<file path="src/rtl/button_debouncer.sv">
// Two-flop synchroniser plus a four-state qualification FSM that debounces a raw button level
// and emits one-cycle rise/fall strobes. Define DEBOUNCE_GLITCH_CNT_EN to add the glitch_cnt port.
module button_debouncer #(
    parameter int STABLE_CYCLES = 50000,
    parameter int CNT_WIDTH     = 16
) (
    input  logic       clk,
    input  logic       reset,
    input  logic       btn_in,
    output logic       btn_out,
    output logic       rise_pulse,
    output logic       fall_pulse
`ifdef DEBOUNCE_GLITCH_CNT_EN
    ,
    output logic [7:0] glitch_cnt
`endif
);

    typedef enum logic [1:0] {
        IDLE_LOW,
        WAIT_HIGH,
        IDLE_HIGH,
        WAIT_LOW
    } state_t;

    localparam logic [CNT_WIDTH-1:0] CNT_ONE  = CNT_WIDTH'(1);
    localparam logic [CNT_WIDTH-1:0] CNT_LAST = CNT_WIDTH'(STABLE_CYCLES - 1);

    logic                 s1_q, s1_d;
    logic                 s2_q, s2_d;
    state_t               state_q, state_d;
    logic [CNT_WIDTH-1:0] cnt_q, cnt_d;
    logic                 btn_out_q, btn_out_d;
    logic                 rise_pulse_q, rise_pulse_d;
    logic                 fall_pulse_q, fall_pulse_d;

    always_ff @(posedge clk or negedge reset) begin
        if (!reset) begin
            s1_q         <= 1'b0;
            s2_q         <= 1'b0;
            state_q      <= IDLE_LOW;
            cnt_q        <= '0;
            btn_out_q    <= 1'b0;
            rise_pulse_q <= 1'b0;
            fall_pulse_q <= 1'b0;
        end else begin
            s1_q         <= s1_d;
            s2_q         <= s2_d;
            state_q      <= state_d;
            cnt_q        <= cnt_d;
            btn_out_q    <= btn_out_d;
            rise_pulse_q <= rise_pulse_d;
            fall_pulse_q <= fall_pulse_d;
        end
    end

    // Only s2_q is trusted downstream; s1_q may still be metastable.
    always_comb begin
        s1_d         = btn_in;
        s2_d         = s1_q;
        state_d      = state_q;
        cnt_d        = cnt_q;
        btn_out_d    = btn_out_q;
        rise_pulse_d = 1'b0;
        fall_pulse_d = 1'b0;

        case (state_q)
            IDLE_LOW: begin
                if (s2_q) begin
                    state_d = WAIT_HIGH;
                    cnt_d   = CNT_ONE;
                end
            end
            WAIT_HIGH: begin
                if (!s2_q) begin
                    state_d = IDLE_LOW;
                    cnt_d   = '0;
                end else if (cnt_q == CNT_LAST) begin
                    state_d      = IDLE_HIGH;
                    btn_out_d    = 1'b1;
                    rise_pulse_d = 1'b1;
                    cnt_d        = '0;
                end else begin
                    cnt_d = cnt_q + CNT_ONE;
                end
            end
            IDLE_HIGH: begin
                if (!s2_q) begin
                    state_d = WAIT_LOW;
                    cnt_d   = CNT_ONE;
                end
            end
            WAIT_LOW: begin
                if (s2_q) begin
                    state_d = IDLE_HIGH;
                    cnt_d   = '0;
                end else if (cnt_q == CNT_LAST) begin
                    state_d      = IDLE_LOW;
                    btn_out_d    = 1'b0;
                    fall_pulse_d = 1'b1;
                    cnt_d        = '0;
                end else begin
                    cnt_d = cnt_q + CNT_ONE;
                end
            end
            default: begin
                state_d = IDLE_LOW;
                cnt_d   = '0;
            end
        endcase
    end

    assign btn_out    = btn_out_q;
    assign rise_pulse = rise_pulse_q;
    assign fall_pulse = fall_pulse_q;

`ifdef DEBOUNCE_GLITCH_CNT_EN
    logic [7:0] glitch_cnt_q, glitch_cnt_d;
    logic       abort;

    // An abort is a WAIT state seeing the old level again before the count completes.
    always_comb begin
        abort        = ((state_q == WAIT_HIGH) && !s2_q) || ((state_q == WAIT_LOW) && s2_q);
        glitch_cnt_d = glitch_cnt_q;
        if (abort && (glitch_cnt_q != 8'hFF)) begin
            glitch_cnt_d = glitch_cnt_q + 8'd1;
        end
    end

    always_ff @(posedge clk or negedge reset) begin
        if (!reset) begin
            glitch_cnt_q <= 8'd0;
        end else begin
            glitch_cnt_q <= glitch_cnt_d;
        end
    end

    assign glitch_cnt = glitch_cnt_q;
`endif

endmodule

</file>
<file path="config.mk">
export PLATFORM = sky130hd
export DESIGN_NAME = button_debouncer
export DESIGN_NICKNAME = d
export VERILOG_FILES = /design/src/rtl/button_debouncer.sv
export SDC_FILE = /design/constraint.sdc
export NUM_CORES = 1
export LEC_CHECK = 0
export BUFFER_PORTS_ARGS = -buffer_cell sky130_fd_sc_hd__buf_4
export CAP_MARGIN = 20
export CELL_PAD_IN_SITES_DETAIL_PLACEMENT = 1
export CELL_PAD_IN_SITES_GLOBAL_PLACEMENT = 1
export CORE_MARGIN = 4
export CORE_UTILIZATION = 40
export DETAILED_ROUTE_END_ITERATION = 7
export PLACE_DENSITY_LB_ADDON = 0.1
export SYNTH_ARGS = -nofsm -noshare
export SYNTH_HDL_FRONTEND = slang
export SYNTH_SLANG_ARGS = --single-unit
export TNS_END_PERCENT = 100
</file>
<file path="constraint.sdc">
create_clock -name clk -period 2.16 [get_ports clk]
set_input_delay 0.432 -clock clk [delete_from_list [all_inputs] [get_ports clk]]
set_output_delay 0.432 -clock clk [all_outputs]
set_load 0.02 [all_outputs]
</file>
==> key figures <==
Run status
  • Status: complete, no violations

GRT
  • Largest net degree at the start of global routing: 24
  • Global-route wire length before repair: 5640 um
  • Antenna violations before repair: 0
  • Total grt overflow: 0
  • GRT Total Usage: 17.3%
  • Vias in the first global route: 1114

Drt
  • DRT Wirelength: 3110 um
  • Via count: 1058
  • DR pass1 iterations: 4
  • 1st-iter DRT viols: 106
  • # DRC: 0
  • Drt wl/cell: 17.8 um
  • Via density: 6.05
  • Routed Antenna Nets: 0

Clock network
  • CTS max path bufs: 2
  • Setup bufs post-CTS: 0
  • CTS Sinks: 23
  • CTS Buf Count: 3
  • Clk pin slew, worst setup/hold paths: 140 ps
  • CTS tree: built
  • Clock root cell: clkbuf_4
  • Worst-skew pair later-pin latency: 320 ps
  • Post-CTS sizing: 0
  • H-tree depth: 1

Setup path
  • Worst path buffer plus inverter count: 0
  • FF-to-FF path depth: 5
  • Crit path required time: 2410 ps
  • Crit path kind: flop to flop
  • CP Depth: 5
  • Max stage delay on crit path: 530 ps
  • Setup crit start kind: flop
  • Crit path max fanout: 15
  • Critical path's slowest cell: or4_1
  • Crit path max-delay family: simple AND/OR/NAND/NOR gates
  • CP endpoint kind: flop
  • Worst EP arrival: 2190 ps
  • Critical path cell sequence: ha_1 > and4b_1 > and4_4 > or4_1 > o211ai_2

STA
  • Final setup margin: 226 ps
  • Tmin final: 1930 ps
  • Worst-margin pin slew: 562 ps
  • Max Slew Vio Count: 0
  • Final setup vio count: 0
  • Fmax: 0.517 GHz
  • RSZ-0062 raised after global routing: no
  • Worst clock skew: 11.9 ps
  • Slew headroom: 62.4%
  • Final period util: 89.6%
  • Final hold vios: 0
  • Setup TNS: 0 ps

Logic synthesis
  • Synth Warn #: 0
  • Syn_area_per_cell: 10.2 sq um
  • Post-synth EDFFs: 0
  • Post-synthesis sequential area ratio: 45.3%
  • Synthesized Nets: 129
  • Synth async-reset ratio: 100%
  • Synth Register Bits: 23
  • Top FF cell, synth: dfrtp_1
  • Unique masters post-synth: 42
  • Syn Inst Count: 125
  • Syn Std Cell Area: 0.00127 sq mm

Pwr
  • Sequential power share: 63.2%
  • Logic pwr share: 8.5%
  • Pwr dens: 526 mW/mm^2
  • P_leak: 0.000590 uW
  • Sw frac: 25.8%
  • Pint: 534 uW
  • Net Sw Power: 186 uW
  • Clock share of power: 28.3%
  • Worst IR Drop VDD: 177 uV

Die
  • Core area: 0.00305 sq mm
  • Chip Width: 64.3 um
  • # rows: 20
  • Die Y: 64.3 um
  • IO Count: 6
  • Starting Density: 41.6%
  • Die area: 0.00414 sq mm

Place
  • Post-DP Area: 0.00133 sq mm
  • Pre-CTS WS: 246 ps
  • Routability Congestion: 0.803
  • Post-detail-place hpwl: 2180 um
  • Port bufs: 5
  • Placed insts: 170

Finish
  • Post-route cell area: 0.00137 sq mm
  • N_diodes: 0
  • Area growth from synthesis to layout: 7.88%
  • Filler cells: 374
  • Final nets: 136
  • Final std cells w/o fill: 175
  • Fraction of layout cells with a size suffix above 1: 13.7%

Hold path
  • Worst hold path type: primary input to flop
  • Hold path cells: 1

Flow run
  • Maxcap violations: 0
-- state kept, by name, summed over array words and instances, names as in the netlist, named ones only --
register    cells
state_q         1
fall_pulse      1
rise_pulse      1
s1_q            1
s2_q            1
cnt_q          16
btn_out         1
-- cell type report --
class | instances | area (sq um) | area share [%]
multi-input cells | 91 | 634 | 46.3
flip-flops and latches | 23 | 576 | 42.0
repair buffers | 7 | 55.1 | 4.02
well taps | 44 | 55.1 | 4.02
clock buffers | 3 | 22.5 | 1.64
inverters | 6 | 22.5 | 1.64
clock inverters | 1 | 5.00 | 0.365
-- timing repair --
action	CTS	global route
endpoints found under the hold margin	23	0
setup endpoints to repair	0	0
hold buffers	1	0
-- cell usage after synthesis, drive strengths merged, types with 2 or more instances --
cell type | n | share of area (%)
and2 | 2 | 0.99
inv | 6 | 1.8
dfrtp | 23 | 45
a31oi | 13 | 6.4
nor2 | 6 | 1.8
a211o | 2 | 1.4
o21ai | 9 | 3.5
and4 | 4 | 3.0
nand4 | 4 | 2.5
nor3 | 2 | 0.79
and3 | 5 | 2.5
or4 | 4 | 2.4
or3 | 4 | 2.0
a22o | 3 | 2.1
nand3 | 7 | 2.8
nand2 | 5 | 1.7
buf | 5 | 3.0
-- power groups by stage --
stage               Clock, uW  Sequential, uW  Combinational (uW)
finish                    204             455                60.9
global route              236             457                70.1
CTS                       216             455                62.4
detailed placement          0             463                60.7
global placement            0             462                57.0
floorplan                   0             459                40.5
-- kinds of logic (layout without fill, tap and decap cells) --
kind of cell | after synthesis | after routing | synth area share [%]
AO/OA/AOI/OAI | 39 | 39 | 21.6
XOR/XNOR | 1 | 1 | 1.28
adder cells (fa/ha/maj) | 1 | 1 | 0.985
buffers and inverters | 11 | 17 | 4.73
flip-flops | 23 | 23 | 45.3
AND/OR/NAND/NOR | 50 | 50 | 26.1
-- path summary, 6_finish.rpt --
path | start | end | slack (ps)
worst max-delay path | cnt_q[0]$_DFFE_PN0P_ | cnt_q[7]$_DFFE_PN0P_ | 230
worst min-delay path | btn_in | s1_q$_DFF_PN0_ | 210
worst max register to register | cnt_q[0]$_DFFE_PN0P_ | cnt_q[7]$_DFFE_PN0P_ | 230
worst min register to register | s1_q$_DFF_PN0_ | s2_q$_DFF_PN0_ | 370
max in group asynchronous | reset | cnt_q[4]$_DFFE_PN0P_ | 1380
min in group asynchronous | reset | fall_pulse$_DFF_PN0_ | 530
-- metal layers --
metal | vias up | global-route usage, % | part of all wire [%]
met1 | 543 | 25.5 | 52
met4 | 0 | 5.01 | 0.48
met2 | 9 | 26.3 | 46
met5 | - | 0 | 0
met3 | 2 | 2.11 | 1.7
li1 | 504 | - | -
-- cell usage in the layout (no fill, tap or decap), types with 4 or more instances in the layout --
master / instances
dfrtp_1: 23
a31oi_1: 13
o21ai_0: 9
nand3_1: 7
inv_1: 6
nor2_1: 6
buf_4: 6
and3_1: 5
or3_1: 4
nand2_1: 4
or4_1: 4
-- per-stage QoR --
stage	hold WS, ps	util, %	total power, uW
after global routing	183	44.9	764
after floorplan	136	-	500
after global placement	338	43.6	519
after CTS	194	44.9	734
final	208	44.9	720
after detailed placement	346	43.6	524
Power figures use the tool's default switching activity.
